<file path="src/rtl/note_history_display_pkg.sv">
// note_history_display_pkg: character codes, note and FSM types shared by the note history display.
package note_history_display_pkg;

    localparam logic [5:0] CHAR_A     = 6'd1;
    localparam logic [5:0] CHAR_B     = 6'd2;
    localparam logic [5:0] CHAR_C     = 6'd3;
    localparam logic [5:0] CHAR_D     = 6'd4;
    localparam logic [5:0] CHAR_E     = 6'd5;
    localparam logic [5:0] CHAR_F     = 6'd6;
    localparam logic [5:0] CHAR_G     = 6'd7;
    localparam logic [5:0] CHAR_N     = 6'd14;
    localparam logic [5:0] CHAR_O     = 6'd15;
    localparam logic [5:0] CHAR_S     = 6'd19;
    localparam logic [5:0] CHAR_T     = 6'd20;
    localparam logic [5:0] CHAR_SPACE = 6'd32;
    localparam logic [5:0] CHAR_0     = 6'd48;

    typedef enum logic [2:0] {NOTE_C, NOTE_D, NOTE_E, NOTE_F, NOTE_G, NOTE_A, NOTE_B} letter_e;

    typedef struct packed {
        logic       valid;
        letter_e    letter;
        logic [3:0] octave;
    } note_t;

    typedef enum logic [1:0] {INIT_LABEL, INIT_CLEAR, IDLE, DRAW} state_e;

    function automatic logic [5:0] letter_char(letter_e l);
        case (l)
            NOTE_C:  return CHAR_C;
            NOTE_D:  return CHAR_D;
            NOTE_E:  return CHAR_E;
            NOTE_F:  return CHAR_F;
            NOTE_G:  return CHAR_G;
            NOTE_A:  return CHAR_A;
            default: return CHAR_B;
        endcase
    endfunction

    function automatic logic [5:0] label_char(logic [4:0] idx);
        case (idx)
            5'd0:    return CHAR_N;
            5'd1:    return CHAR_O;
            5'd2:    return CHAR_T;
            5'd3:    return CHAR_E;
            default: return CHAR_S;
        endcase
    endfunction

endpackage

</file>
<file path="src/rtl/note_history_display_decoder.sv">
// note_decoder: combinational PS/2 set-2 make-code to note decode.
//   key_stroke : scan-code byte
//   mapped     : byte is one of the eight note keys
//   letter     : note letter index
//   octave     : octave number
module note_decoder
    import note_history_display_pkg::*;
(
    input  logic [7:0] key_stroke,
    output logic       mapped,
    output letter_e    letter,
    output logic [3:0] octave
);

    always_comb begin
        mapped = 1'b1;
        letter = NOTE_C;
        octave = 4'd4;
        case (key_stroke)
            8'h1C:   letter = NOTE_C;
            8'h1B:   letter = NOTE_D;
            8'h23:   letter = NOTE_E;
            8'h2B:   letter = NOTE_F;
            8'h34:   letter = NOTE_G;
            8'h33:   letter = NOTE_A;
            8'h3B:   letter = NOTE_B;
            8'h42:   octave = 4'd5;
            default: mapped = 1'b0;
        endcase
    end

endmodule

</file>
<file path="src/rtl/note_history_display.sv">
// note_history_display: keeps the last HIST_DEPTH played notes and redraws them on a character terminal.
//   clk, rst_n            : clock, async active-low reset
//   key_stroke, key_valid : PS/2 scan-code byte and its strobe
//   term_h/v/char/w_en    : registered terminal write request
//   term_w_ready          : terminal accepts the current write
//   busy                  : initialising or drawing
//   drop_count            : saturating count of notes lost while the pending slot was full
module note_history_display
    import note_history_display_pkg::*;
#(
    parameter int HIST_DEPTH = 4,
    parameter int ORIGIN_H   = 30,
    parameter int ORIGIN_V   = 25
) (
    input  logic       clk,
    input  logic       rst_n,
    input  logic [7:0] key_stroke,
    input  logic       key_valid,
    output logic [7:0] term_h,
    output logic [7:0] term_v,
    output logic [5:0] term_char,
    output logic       term_w_en,
    input  logic       term_w_ready,
    output logic       busy,
    output logic [7:0] drop_count
);

    state_e     state_q, state_d;
    logic [4:0] ptr_q, ptr_d;
    note_t      hist_q [HIST_DEPTH];
    note_t      hist_d [HIST_DEPTH];
    note_t      pend_q, pend_d;
    logic       brk_q, brk_d;
    logic [7:0] drop_q, drop_d;
    logic       en_q;
    logic [7:0] h_q, v_q, h_d;
    logic [5:0] c_q, c_d;

    logic       dec_mapped;
    letter_e    dec_letter;
    logic [3:0] dec_octave;
    note_t      key_note, push_note, sn;
    logic       complete, done, accept, push;
    logic [4:0] len;
    int         slot;

    note_decoder u_dec (
        .key_stroke(key_stroke),
        .mapped    (dec_mapped),
        .letter    (dec_letter),
        .octave    (dec_octave)
    );

    always_comb begin
        complete  = en_q & term_w_ready;
        len       = state_q == INIT_LABEL ? 5'd5 :
                    state_q == INIT_CLEAR ? 5'(3 * HIST_DEPTH - 1) : 5'(2 * HIST_DEPTH);
        done      = complete && ptr_q == len - 5'd1;
        key_note  = '{valid: 1'b1, letter: dec_letter, octave: dec_octave};
        accept    = key_valid & ~brk_q & dec_mapped;
        // The byte following F0 is a break code: swallow it and disarm.
        brk_d     = key_valid ? (~brk_q & (key_stroke == 8'hF0)) : brk_q;
        state_d   = state_q;
        ptr_d     = ptr_q;
        hist_d    = hist_q;
        pend_d    = pend_q;
        drop_d    = drop_q;
        push      = 1'b0;
        push_note = key_note;
        if (state_q == IDLE) begin
            push = accept;
        end else if (done && state_q != INIT_LABEL) begin
            // Leaving for IDLE frees the pending slot, so a key arriving now is never dropped.
            if (pend_q.valid) begin
                push      = 1'b1;
                push_note = pend_q;
                pend_d    = accept ? key_note : '0;
            end else begin
                push = accept;
            end
        end else if (accept) begin
            if (!pend_q.valid) pend_d = key_note;
            else if (drop_q != 8'hFF) drop_d = drop_q + 8'd1;
        end
        if (complete) ptr_d = ptr_q + 5'd1;
        if (done) begin
            ptr_d   = '0;
            state_d = state_q == INIT_LABEL ? INIT_CLEAR : IDLE;
        end
        if (push) begin
            hist_d[0] = push_note;
            for (int i = 1; i < HIST_DEPTH; i++) hist_d[i] = hist_q[i-1];
            state_d = DRAW;
            ptr_d   = '0;
        end
    end

    // Next write is derived from next state so a fresh DRAW shows the just-pushed snapshot.
    always_comb begin
        slot = int'(ptr_d[4:1]);
        sn   = '0;
        for (int i = 0; i < HIST_DEPTH; i++) if (i == slot) sn = hist_d[i];
        h_d  = state_d == INIT_LABEL ? 8'(ORIGIN_H + int'(ptr_d)) :
               state_d == INIT_CLEAR ? 8'(ORIGIN_H + 6 + int'(ptr_d)) :
               8'(ORIGIN_H + 6 + 3 * slot + int'(ptr_d[0]));
        c_d  = state_d == INIT_LABEL ? label_char(ptr_d) :
               (state_d == INIT_CLEAR || !sn.valid) ? CHAR_SPACE :
               ptr_d[0] ? CHAR_0 + 6'(sn.octave) : letter_char(sn.letter);
    end

    always_ff @(posedge clk or negedge rst_n) begin
        if (!rst_n) begin
            state_q <= INIT_LABEL;
            ptr_q   <= '0;
            hist_q  <= '{default: '0};
            pend_q  <= '0;
            brk_q   <= 1'b0;
            drop_q  <= '0;
            en_q    <= 1'b0;
            h_q     <= '0;
            v_q     <= '0;
            c_q     <= '0;
        end else begin
            state_q <= state_d;
            ptr_q   <= ptr_d;
            hist_q  <= hist_d;
            pend_q  <= pend_d;
            brk_q   <= brk_d;
            drop_q  <= drop_d;
            // A stalled write keeps its address and character until the terminal takes it.
            if (!(en_q && !term_w_ready)) begin
                en_q <= state_d != IDLE;
                h_q  <= h_d;
                v_q  <= 8'(ORIGIN_V);
                c_q  <= c_d;
            end
        end
    end

    assign term_h     = h_q;
    assign term_v     = v_q;
    assign term_char  = c_q;
    assign term_w_en  = en_q;
    assign busy       = state_q != IDLE;
    assign drop_count = drop_q;

endmodule
</file>
<file path="config.mk">
export PLATFORM = sky130hd
export DESIGN_NAME = note_history_display
export DESIGN_NICKNAME = d
export VERILOG_FILES = /design/src/rtl/note_history_display_pkg.sv /design/src/rtl/note_history_display_decoder.sv /design/src/rtl/note_history_display.sv
export SDC_FILE = /design/constraint.sdc
export NUM_CORES = 1
export LEC_CHECK = 0
export CAP_MARGIN = 10
export CORE_MARGIN = 2
export CORE_UTILIZATION = 52
export DETAILED_ROUTE_END_ITERATION = 10
export PLACE_DENSITY = 0.77
export SLEW_MARGIN = 10
export SYNTH_ARGS = -nofsm -noshare
export SYNTH_HDL_FRONTEND = slang
export SYNTH_SLANG_ARGS = --single-unit
</file>
<file path="constraint.sdc">
create_clock -name clk -period 3.6 [get_ports clk]
set_input_delay 0.9 -clock clk [delete_from_list [all_inputs] [get_ports clk]]
set_output_delay 0.9 -clock clk [all_outputs]
set_load 0.05 [all_outputs]
</file>
Word-level counts from Yosys, hierarchy flattened
Index checks and enable logic that the tools add are counted.
Word-level totals
  output and inout port bits: 32
  input bits: 12
  memories: 0
  memory bits (read-only): 0
  bits in latches: 0
  flip-flop bits (word level): 72
  memory bits (writable): 0
Cells by class
  order comparisons: 0
  shift operators: 0
  $add $sub $neg: 8
  bitwise operators: 7
  div/mod/pow operators: 0
  reduce and logical (&&, ||, !) cells: 17
  equal/unequal tests: 28
  mux-type cells: 33
  multipliers: 1
Operator list (number)
  $mux 8: 10
  $eq 8x6->1 const B: 5
  $pmux 3 s6: 2
  $mux 32: 1
  $mux 7: 3
  $pmux 5 s4: 1
  $mux 6: 3
  $eq 8x5->1 const B: 2
  $mux 5: 3
  $add 5x5->6 const A: 2
  $eq 5x2->1 const B: 2
  $add 7x1->8: 1
  $add 8x1->8 const B: 1
  $eq 3x4->1 const A: 2
  $eq 8x7->1 const B: 1
  $eq 8x8->1 const B: 1
  $mux 2: 4
  $ne 8x8->1 const B: 1
  $reduce_or 8->1: 1
  $add 6x5->7 const A: 1
  $add 6x6->7 const A: 1
  $eq 3x2->1 const B: 2
  $eq 3x3->1 const B: 2
  $mul 2x4->6 const A: 1
  24 further kinds: 41

Longest topological paths before layout
  depth in word-level cells: 20
  gate-level depth with buffers: 19
  mapped depth without buffers: 18

Cells and area by module
From an unflattened synthesis, not the netlist that was laid out.
Unflattened totals
  cells, all modules: 512
  area total of the unflattened synthesis: 4599.4 um^2
Modules (own cells, without submodules)
  note_history_display: sequential area each 1776.7 um^2, times used 1, area an instance 4419.2 um^2, cells each 482
  note_decoder: sequential area each 0.0 um^2, times used 1, area an instance 180.2 um^2, cells each 30

Worst setup path after synthesis
OpenSTA, ideal clock, no wires.
  path kind: input to register
  from: input port key_stroke[4]
  to: register c_q[2] (netlist: term_char[2])
  data arrival time: 4.393 ns
  cell stages on the path: 17
  path slack: -0.922 ns
  setup time: 0.129 ns
  buffers on the path: 1
  cells stage by stage: clkbuf_1 > and4b_1 > o41a_4 > a21oi_4 > nand2b_1 > nor2_1 > inv_1 > ha_1 > and2_1 > nand2_1 > a221oi_1 > a211o_1 > a311o_1 > a32oi_2 > nor4_2 > a221oi_2 > o21ai_1
Between the ends
  cells in the longest elaborated chain, start to end: 18
  elaborated cells on any way between the ends: 50
  classes of those cells: 1 x add/sub; 20 x eq/ne; 21 x mux; 1 x bitwise; 7 x reduce/logical
Ends and longest elaborated chain
  start: declaration: RTL line note_history_display.sv:17  | input logic [7:0] key_stroke,
  $eq 8x5->1 (tied with other cells): RTL line note_history_display_decoder.sv:19  | case (key_stroke)
  $reduce_or 8->1 (no line) *
  $mux 1 *: RTL line note_history_display_decoder.sv:19
  $and 1x1->1 *: RTL line note_history_display.sv:60  | accept = key_valid & ~brk_q & dec_mapped;
  $mux 1: RTL line note_history_display.sv:74  | if (pend_q.valid) begin
  $mux 1: RTL line note_history_display.sv:72  | end else if (done && state_q != INIT_LABEL) begin
  $mux 1 *: RTL line note_history_display.sv:70  | if (state_q == IDLE) begin
  $mux 5 *: RTL line note_history_display.sv:90  | if (push) begin
  via ptr_d[3]: RTL line note_history_display.sv:29  | logic [4:0] ptr_q, ptr_d;
  branches (longest 9 deep; another with $add 5x5->6)
  $mux 6 *: RTL line note_history_display.sv:106  | c_d = state_d == INIT_LABEL ? label_char(ptr_d) :
  end signal: assignment: RTL line note_history_display.sv:122  | c_q <= '0;
  end signal: assignment: RTL line note_history_display.sv:135  | c_q <= c_d;
  end: declaration: RTL line note_history_display.sv:37  | logic [5:0] c_q, c_d;
Mark *: on every way through the listed nets, which the timed path passes.
A chain may end at the register's enable or synchronous reset.

Worst setup path after layout
  from: input port key_stroke[6]
  to: register c_q[2] (netlist: term_char[2])
Same word-level chain as after synthesis.

==> metrics.md <==
| Metric | Value |
|---|---|
| Outcome | `finished with violations` |
| Failing checks | `setup timing` |
| CP Max Fanout | `4` |
| Diodes inserted | `0` |
| Die ar. | `9460 um^2` |
| Slew headroom | `46.2%` |
| Most frequent CP cell | `buf_4` |
| RePlAce Congestion | `0.941` |
| Root Driver | `clkbuf_8` |
| CTS clk-pin slew, worst paths | `0.08 ns` |
| Vias post-DR | `4471` |
| Total track usage | `28.6%` |
| Endpoints failing setup | `10` |
| Rows | `34` |
| Kind of critical path | `in2reg` |
| Post-Route WL | `13.6 mm` |
| Post-DRT Antenna Nets | `0` |
| Drt first pass iters | `5` |
| Required time of the critical path | `3.84 ns` |
| Most used flip-flop cell after synthesis | `dfrtp_1` |
| Largest delay contributor family on the critical path | `compound AO/OA/AOI/OAI gates` |
| Syn Std Cell Area | `4520 um^2` |
| Overall power | `5600 uW` |
| Max incr delay on CP | `0.41 ns` |
| IO buf count | `37` |
| DP Wirelength | `8.96 mm` |
| CTS tree | `built` |
| Max Transition Viols Final | `0` |
| Initial cell density of the core | `52.6%` |
| Initial antenna violation count | `0` |
| VDD IR max | `0.370 mV` |
| DIE WIDTH | `97.3 um` |
| Dpl ws | `-1.01 ns` |
| Synth cell types | `83` |
| Worst path bufs/invs | `5` |
| Fillers | `577` |
| # nets final | `677` |
| Via/cell ratio | `5.91` |
| Leak | `0.00298 uW` |
| Worst Setup Slack, final | `-0.334 ns` |
| Worst slew pin tran | `0.808 ns` |
| WL/cell | `18.0 um` |
| CP Launch Type | `input pin` |
| Placeable Area | `8590 um^2` |
| #FFs+latches synth | `71` |
| Crit-path cells | `buf_6 -> nor4b_4 -> and4b_2 -> buf_6 -> o41ai_4 -> o21ai_2 -> nor3b_2 -> buf_4 -> ha_4 -> buf_4 -> buf_4 -> nor2_2 -> a211o_1 -> a311o_1 -> a32oi_4 -> nor4_4 -> a221oi_2 -> o21ai_1` |
| Clk_skew | `0.00822 ns` |
| Worst path arrival time | `4.18 ns` |
| CTS H-Tree Depth | `3` |
| CP Capture Type | `register` |
| Tmin final | `3.93 ns` |
| Initial DRC Count | `299` |
| Die Y | `97.3 um` |
| Period utilization | `109%` |
| First-pass GRT wire length | `22.1 mm` |
| Clock Latency Late Sink | `0.36 ns` |
| Ys Warns | `0` |
| Boundary pin count | `44` |
| Fraction of layout cells with a size suffix above 1 | `32.3%` |
| Number of global-route vias before repair | `4503` |
| Seq/Total Area, Yosys | `39.3%` |
| Pwr per Cell Area | `880 nW/um^2` |
| Post-synth EDFFs | `0` |
| CTS Hold Buffers Added | `0` |
| Synth Instances | `502` |
| Total clock sinks | `71` |
| Critical Path Slowest Stage Cell | `o41ai_4` |
| Ys async rst share | `100%` |
| RSZ-0062 raised after global routing | `yes` |
| Max Cap Viol | `0` |
| Final hold vios | `0` |
| # DRC | `0` |
| Num CTS Buffers | `9` |
| GRT Residual Overflow | `0` |
| Clock buffer depth | `2` |
| Worst Hold Class | `reg2reg` |
| Layout area overhead | `40.6%` |
| Avg Inst Size Synth | `9.01 um^2` |
| Largest net degree at the start of global routing | `45` |
| Fmax | `0.254 GHz` |
| Setup TNS | `-2.07 ns` |
-- registers in the layout, indices dropped and copies added, names as in the netlist --
signal,cells
term_w_en,1
ptr_q,5
term_v,1
term_h,7
term_char,6
brk_q,1
drop_count,8
state_q,2
hist_q,32
pend_q,8
-- report_power, final --
| group | switching, uW | internal [uW] |
|---|---|---|
| Clock | 334 | 413 |
| Combinational | 2030 | 1750 |
| Sequential | 124 | 944 |
-- final timing paths --
kind	slack (ns)	endpoint	from	cells after the start
hold / removal	0.48	hist_q[0]	hist_q[0]	2
min in group asynchronous	0.62	term_h[6]	rst_n	1
hold reg to reg	0.48	hist_q[0]	hist_q[0]	2
max in group asynchronous	2.30	drop_count[3]	rst_n	2
setup reg to reg	-0.16	term_char[2]	state_q[0]	17
setup / recovery	-0.33	term_char[2]	key_stroke[6]	18
-- cells in the mapped netlist, drive strengths merged (5+ instances only) --
cell     number  area [um^2]
a21oi        19          110
a31oi         8         65.1
and2          5         31.3
and3          5         31.3
buf          19          124
clkbuf       10         37.5
dfrtp        71         1780
ha           21          263
inv          20         75.1
mux2          5         60.1
nand2       106          400
nand2b        8         50.1
nand3        12         60.1
nor2         36          138
nor3          7         40.0
o2111ai       5         43.8
o21ai        24          124
o31ai         7         52.6
xnor2        14          123
xor2          6         52.6
-- stage by stage --
stage	hold slack [ns]	instances	utilization (%)	cell area [um^2]
after floorplan	0.434	507	-	4650
after detailed placement	0.463	718	66.2	5690
after global placement	0.453	718	66.2	5690
after CTS	0.481	745	71.4	6140
final	0.477	756	74.0	6360
after global routing	0.514	756	74.0	6360
-- cell families after synthesis --
family	Yosys count	synth area share, %
DFF	71	39.3
muxes	9	2.21
and+or+nand+nor	213	22.5
other	1	0.0829
buffers and inverters	49	5.23
AOI/OAI and AO/OA	117	20.5
xor gates and xnor gates	20	3.87
adders and majority gates	22	6.25
-- tightest hold or removal path, cell delays in order (launching register included) --
cell and delay, ns:
dfrtp_1 0.32, nand2_1 0.04, nand2_1 0.07
-- cell type report --
type,count,area (um^2),share of cell area [%]
multi-input combinational,387,2830,44.4
sequential,71,1780,27.9
timing repair buffer,154,1320,20.7
clock buffer,10,138,2.16
tap,108,135,2.12
clock inverter,6,92.6,1.46
inverter,20,77.6,1.22
-- per-layer routing --
layer / GRT usage (%) / share of wire, %
met1: 35.3 / 40
met2: 49.2 / 50
met3: 5.61 / 6.6
met4: 11.8 / 3.3
met5: 0 / 0
-- timing repair --
item | 4_1_cts | 5_1_grt
endpoints found under the setup margin | 12 | 11
pin swaps | 41 | 27
gates cloned | 1 | 0
setup buffers | 13 | 14
resized for setup | 69 | 29
-- cell usage in the layout (no fill, tap or decap), types with 10 or more instances in the layout --
cell and count:
clkdlybuf4s50_1 27, nand3_1 12, nand2_1 102, inv_1 13, xnor2_1 14, dfrtp_1 71
buf_6 10, nor2_1 30, ha_1 13, o21ai_0 15, a21oi_1 16, buf_4 106
clkbuf_8 10
Note: power is estimated with default switching activity, not from simulation.
